===== src/rtl/sc_fetch_unit.sv =====
// Instruction fetch stage: holds the PC, reads instruction memory over req/ack and strobes the IR.
// Optional request timeout with sticky fault is enabled by defining SC_FETCH_TIMEOUT_EN.
module sc_fetch_unit #(
  parameter int                       DATAWIDTH_BUS  = 32,
  parameter logic [DATAWIDTH_BUS-1:0] RESET_VECTOR   = '0,
  parameter int                       TIMEOUT_CYCLES = 16
) (
  input  logic                     SC_FETCH_CLOCK_50,
  input  logic                     SC_FETCH_RESET_InHigh,
  input  logic                     SC_FETCH_Start_In,
  input  logic                     SC_FETCH_PCLoad_In,
  input  logic [DATAWIDTH_BUS-1:0] SC_FETCH_PCLoadValue_In,
  input  logic                     SC_FETCH_MemAck_In,
  input  logic [DATAWIDTH_BUS-1:0] SC_FETCH_MemData_In,
  output logic                     SC_FETCH_MemReq_Out,
  output logic [DATAWIDTH_BUS-1:0] SC_FETCH_MemAddr_Out,
  output logic                     SC_FETCH_IRWrite_OutLow,
  output logic [DATAWIDTH_BUS-1:0] SC_FETCH_IRData_Out,
  output logic [DATAWIDTH_BUS-1:0] SC_FETCH_PC_Out,
  output logic                     SC_FETCH_Busy_Out,
  output logic                     SC_FETCH_Done_Out,
  output logic                     SC_FETCH_Fault_Out
);

  typedef enum logic [1:0] {
    ST_IDLE,
    ST_REQ,
    ST_WRITE
  } state_t;

  localparam logic [DATAWIDTH_BUS-1:0] ALIGN_MASK = ~DATAWIDTH_BUS'(3);
  localparam logic [DATAWIDTH_BUS-1:0] RESET_PC   = RESET_VECTOR & ALIGN_MASK;
  localparam logic [DATAWIDTH_BUS-1:0] PC_STEP    = DATAWIDTH_BUS'(4);

  state_t                   r_state;
  logic [DATAWIDTH_BUS-1:0] r_pc;
  logic [DATAWIDTH_BUS-1:0] r_memAddr;
  logic [DATAWIDTH_BUS-1:0] r_buffer;
  logic [DATAWIDTH_BUS-1:0] w_loadPc;
  logic [DATAWIDTH_BUS-1:0] w_nextPc;

`ifdef SC_FETCH_TIMEOUT_EN
  localparam logic [7:0] TIMEOUT_LAST = 8'(TIMEOUT_CYCLES - 1);
  logic [7:0] r_waitCnt;
  logic       r_fault;
`endif

  // A redirect in the same IDLE cycle as Start steers that fetch to the new address.
  assign w_loadPc = SC_FETCH_PCLoadValue_In & ALIGN_MASK;
  assign w_nextPc = SC_FETCH_PCLoad_In ? w_loadPc : r_pc;

  always_ff @(posedge SC_FETCH_CLOCK_50) begin
    if (SC_FETCH_RESET_InHigh) begin
      r_state   <= ST_IDLE;
      r_pc      <= RESET_PC;
      r_memAddr <= RESET_PC;
      r_buffer  <= '0;
`ifdef SC_FETCH_TIMEOUT_EN
      r_waitCnt <= '0;
      r_fault   <= 1'b0;
`endif
    end else begin
      case (r_state)
        ST_IDLE: begin
          if (SC_FETCH_PCLoad_In) begin
            r_pc <= w_loadPc;
          end
          if (SC_FETCH_Start_In) begin
            r_memAddr <= w_nextPc;
            r_state   <= ST_REQ;
`ifdef SC_FETCH_TIMEOUT_EN
            r_waitCnt <= '0;
`endif
          end
        end
        ST_REQ: begin
          // An ack on the final allowed cycle still completes the fetch normally.
          if (SC_FETCH_MemAck_In) begin
            r_buffer <= SC_FETCH_MemData_In;
            r_state  <= ST_WRITE;
          end
`ifdef SC_FETCH_TIMEOUT_EN
          else if (r_waitCnt == TIMEOUT_LAST) begin
            r_fault <= 1'b1;
            r_state <= ST_IDLE;
          end else begin
            r_waitCnt <= r_waitCnt + 8'd1;
          end
`endif
        end
        ST_WRITE: begin
          r_pc    <= r_pc + PC_STEP;
          r_state <= ST_IDLE;
        end
        default: r_state <= ST_IDLE;
      endcase
    end
  end

  // Strobes are decoded from state alone so MemAck never reaches the IR combinationally.
  assign SC_FETCH_MemReq_Out     = (r_state == ST_REQ);
  assign SC_FETCH_IRWrite_OutLow = (r_state != ST_WRITE);
  assign SC_FETCH_Done_Out       = (r_state == ST_WRITE);
  assign SC_FETCH_Busy_Out       = (r_state != ST_IDLE);
  assign SC_FETCH_MemAddr_Out    = r_memAddr;
  assign SC_FETCH_IRData_Out     = r_buffer;
  assign SC_FETCH_PC_Out         = r_pc;

`ifdef SC_FETCH_TIMEOUT_EN
  assign SC_FETCH_Fault_Out = r_fault;
`else
  assign SC_FETCH_Fault_Out = 1'b0;
`endif

endmodule

===== config.mk =====
export PLATFORM = sky130hd
export DESIGN_NAME = sc_fetch_unit
export DESIGN_NICKNAME = d
export VERILOG_FILES = /design/src/rtl/sc_fetch_unit.sv
export SDC_FILE = /design/constraint.sdc
export NUM_CORES = 1
export LEC_CHECK = 0
export ABC_AREA = 1
export ABC_CLOCK_PERIOD_IN_PS = 1400
export CORE_MARGIN = 2
export CORE_UTILIZATION = 39
export CTS_CLUSTER_DIAMETER = 100
export DETAILED_ROUTE_END_ITERATION = 10
export PLACE_DENSITY = 0.74
export SLEW_MARGIN = 20
export SYNTH_ARGS = -nofsm -noshare
export SYNTH_HDL_FRONTEND = slang
export SYNTH_SLANG_ARGS = --single-unit

===== constraint.sdc =====
create_clock -name SC_FETCH_CLOCK_50 -period 1.4 [get_ports SC_FETCH_CLOCK_50]
set_input_delay 0.14 -clock SC_FETCH_CLOCK_50 [delete_from_list [all_inputs] [get_ports SC_FETCH_CLOCK_50]]
set_output_delay 0.14 -clock SC_FETCH_CLOCK_50 [all_outputs]
set_load 0.01 [all_outputs]

==> flow_metrics.env <==
export IMPL_skew_ns=0.00759
export IMPL_synth_area_um2=4780
export IMPL_crit_path_frequent_cell="nand2_1"
export IMPL_fmax_mhz=713
export IMPL_first_pass_iters=5
export IMPL_cp_top_family="simple AND/OR/NAND/NOR gates"
export IMPL_antenna_found_initial=0
export IMPL_ys_flop_type="dfxtp_1"
export IMPL_critPathMaxFanout=5
export IMPL_synth_top_cell_by_area="dfxtp_1"
export IMPL_ant_nets=0
export IMPL_arrival_ns=1.63
export IMPL_fin_ws_ns=-0.00307
export IMPL_grt_pass1_vias=5061
export IMPL_place_gp_congestion=0.916
export IMPL_crit_chain="buf_4, nand2_1, nor2_4, nand2_4, nor2_4, nand2_1, nand2_1, nand2_1, nand2_1, a21oi_1"
export IMPL_cts_tree="yes"
export IMPL_synth_top_area_frac=0.410
export IMPL_synth_edf_count=0
export IMPL_core_area_um2=12000
export IMPL_syn_nets=786
export IMPL_hp_class="input port to flip-flop"
export IMPL_vias_per_cell=5.10
export IMPL_grt_usage=0.237
export IMPL_clock_sinks=98
export IMPL_drt_total_wl_um=15800
export IMPL_syn_area_per_cell_um2=6.68
export IMPL_power_density_nw_per_um2=955
export IMPL_cts_hold_buffers=0
export IMPL_dpl_cell_area_um2=6930
export IMPL_stdcell_area_um2=7550
export IMPL_vias=5467
export IMPL_die_w_um=115
export IMPL_run_status="finished with violations"
export IMPL_syn_to_final_growth_pct=57.9
export IMPL_ioPinCount=170
export IMPL_final_nets=990
export IMPL_die_h_um=115
export IMPL_whs_ns=0.225
export IMPL_diodes=0
export IMPL_drive_gt1_frac=0.187
export IMPL_async_flop_share=0
export IMPL_synth_distinct_cells=27
export IMPL_clk_pin_slew_worst_paths_ns=0.07
export IMPL_worstSetupEndpointType="flip-flop"
export IMPL_syn_inst=716
export IMPL_setup_violations=1
export IMPL_max_stage_delay_ns=0.36
export IMPL_wl_per_cell_um=14.7
export IMPL_seq_area_frac_synth=0.410
export IMPL_root_buffer="clkbuf_16"
export IMPL_rsz0062_at_grt="yes"
export IMPL_ys_warnings_count=0
export IMPL_grt_overflow=0
export IMPL_synth_seq_cells=98
export IMPL_criticalPathCategory="flip-flop to flip-flop"
export IMPL_rows=40
export IMPL_maxCapViolCount=0
export IMPL_synth_area_top_cells="dfxtp_1, nand2_1, a21oi_1"
export IMPL_slowest_stage="dfxtp_2"
export IMPL_crit_path_start_kind="flip-flop"
export IMPL_critPathBufInv=1
export IMPL_clock_path_buffers=2
export IMPL_dpl_hpwl_um=11400
export IMPL_leakage_uw=0.00342
export IMPL_cts_buffers=9
export IMPL_clkLatencyLatePin_ns=0.36
export IMPL_violations="negative setup slack"
export IMPL_fin_crit_ns=1.40
export IMPL_nFillCells=1104
export IMPL_finalHoldViolations=0
export IMPL_drc=0
export IMPL_drv_slew=0
export IMPL_peakVddDrop_mv=0.620
export IMPL_place_port_buffers=166
export IMPL_cts_max_level=3
export IMPL_start_util=0.398
export IMPL_cp_required_ns=1.63
export IMPL_grt_start_max_net_pins=47
export IMPL_die_area_um2=13200
export IMPL_post_route_period_util=1.00
export IMPL_dr_first_iter_drc_count=289
export IMPL_grt_pass1_wl_um=24900
final timing paths:
path                                  startpoint                                    to  slack (ns)  cells after the start
max              SC_FETCH_PC_Out[9]$_SDFFE_PP0P_      SC_FETCH_PC_Out[22]$_SDFFE_PP0P_      -0.003                     10
min                           SC_FETCH_PCLoad_In  SC_FETCH_MemAddr_Out[3]$_SDFFE_PP0P_        0.22                      3
max reg2reg      SC_FETCH_PC_Out[9]$_SDFFE_PP0P_      SC_FETCH_PC_Out[22]$_SDFFE_PP0P_      -0.003                     10
min reg2reg  SC_FETCH_IRData_Out[9]$_SDFFE_PP0P_   SC_FETCH_IRData_Out[9]$_SDFFE_PP0P_        0.46                      2
state kept, by name, summed over array words and instances (netlist names):
| register | flops |
|---|---|
| SC_FETCH_PC_Out | 32 |
| SC_FETCH_IRData_Out | 32 |
| SC_FETCH_MemAddr_Out | 32 |
| r_state | 2 |
through the flow:
stage	utilization	setup TNS (ns)	setup WS [ns]	power, uW	std cells
2_1_floorplan	-	0	0.0577	3720	716
3_3_place_gp	0.577	-0.0298	-0.0259	4520	1047
3_5_place_dp	0.577	-0.130	-0.0480	4520	1047
4_1_cts	0.605	-0.141	-0.141	7190	1067
5_1_grt	0.629	-0.646	-0.104	7510	1072
6_report	0.629	-0.00307	-0.00307	7210	1072
cell type report:
class,count,area [um2],area share
clock inverters,5,77.6,0.0103
inverters,41,154,0.0204
clock buffers,11,243,0.0322
repair buffers,236,2250,0.299
multi-input cells,534,2650,0.351
flip-flops and latches,98,1990,0.264
well taps,147,184,0.0244
cells in the mapped netlist (4+ instances only):
library cell and n:
xor2_1 5, inv_1 39, nor2_4 5, clkbuf_1 24
nor2_1 48, a21oi_1 91, o21ai_0 34, dfxtp_1 98
a22oi_1 25, buf_2 17, nand3_1 61, nor2_2 6
nand2_1 241, a31oi_1 4
repair_timing:
item	4_1_cts	5_1_grt
pin swaps	4	19
endpoints found under the hold margin	0	0
endpoints found under the setup margin	52	71
gates resized for setup	68	96
setup buffers	4	5
cells in the final DEF (no fill, tap or decap), drive strengths merged, types with 5 or more instances in the layout:
cell and n:
nand2 244, dfxtp 98, clkdlybuf4s50 95, xor2 5
clkbuf 12, a22oi 25, inv 40, nand3 61
buf 74, nor2 59, dlymetal6s2s 25, dlygate4sd2 40
a21oi 91, o21ai 34
logic make-up after synthesis:
kind of cell | share of synthesized area
adder cells (fa/ha/maj) | 0.00262
XOR/XNOR | 0.0110
AO/OA/AOI/OAI | 0.180
multiplexers | 0.00419
flip-flops | 0.410
other | 0.000784
buffers and inverters | 0.0720
AND/OR/NAND/NOR | 0.319
per-layer routing:
metal,share of wire,GRT usage,up-vias
met1,0.43,0.293,2503
met2,0.47,0.388,180
met4,0.023,0.0900,0
met5,0,0,-
met3,0.079,0.0746,28
li1,-,-,2756
worst min-delay path: cells and delay by family:
kind,cells,cell delay [ns]
buffers and inverters,1,0.18
muxes,1,0.12
AOI/OAI and AO/OA,1,0.11
where the power goes:
part	internal [uW]	total (uW)	leakage [uW]	switching, uW
combinational	716	1430	0.00246	715
sequential	2950	3060	0.000808	114
clock	1610	2720	0.000156	1110
total	5270	7210	0.00342	1940
No activity file was read; power rests on OpenSTA's default activity.
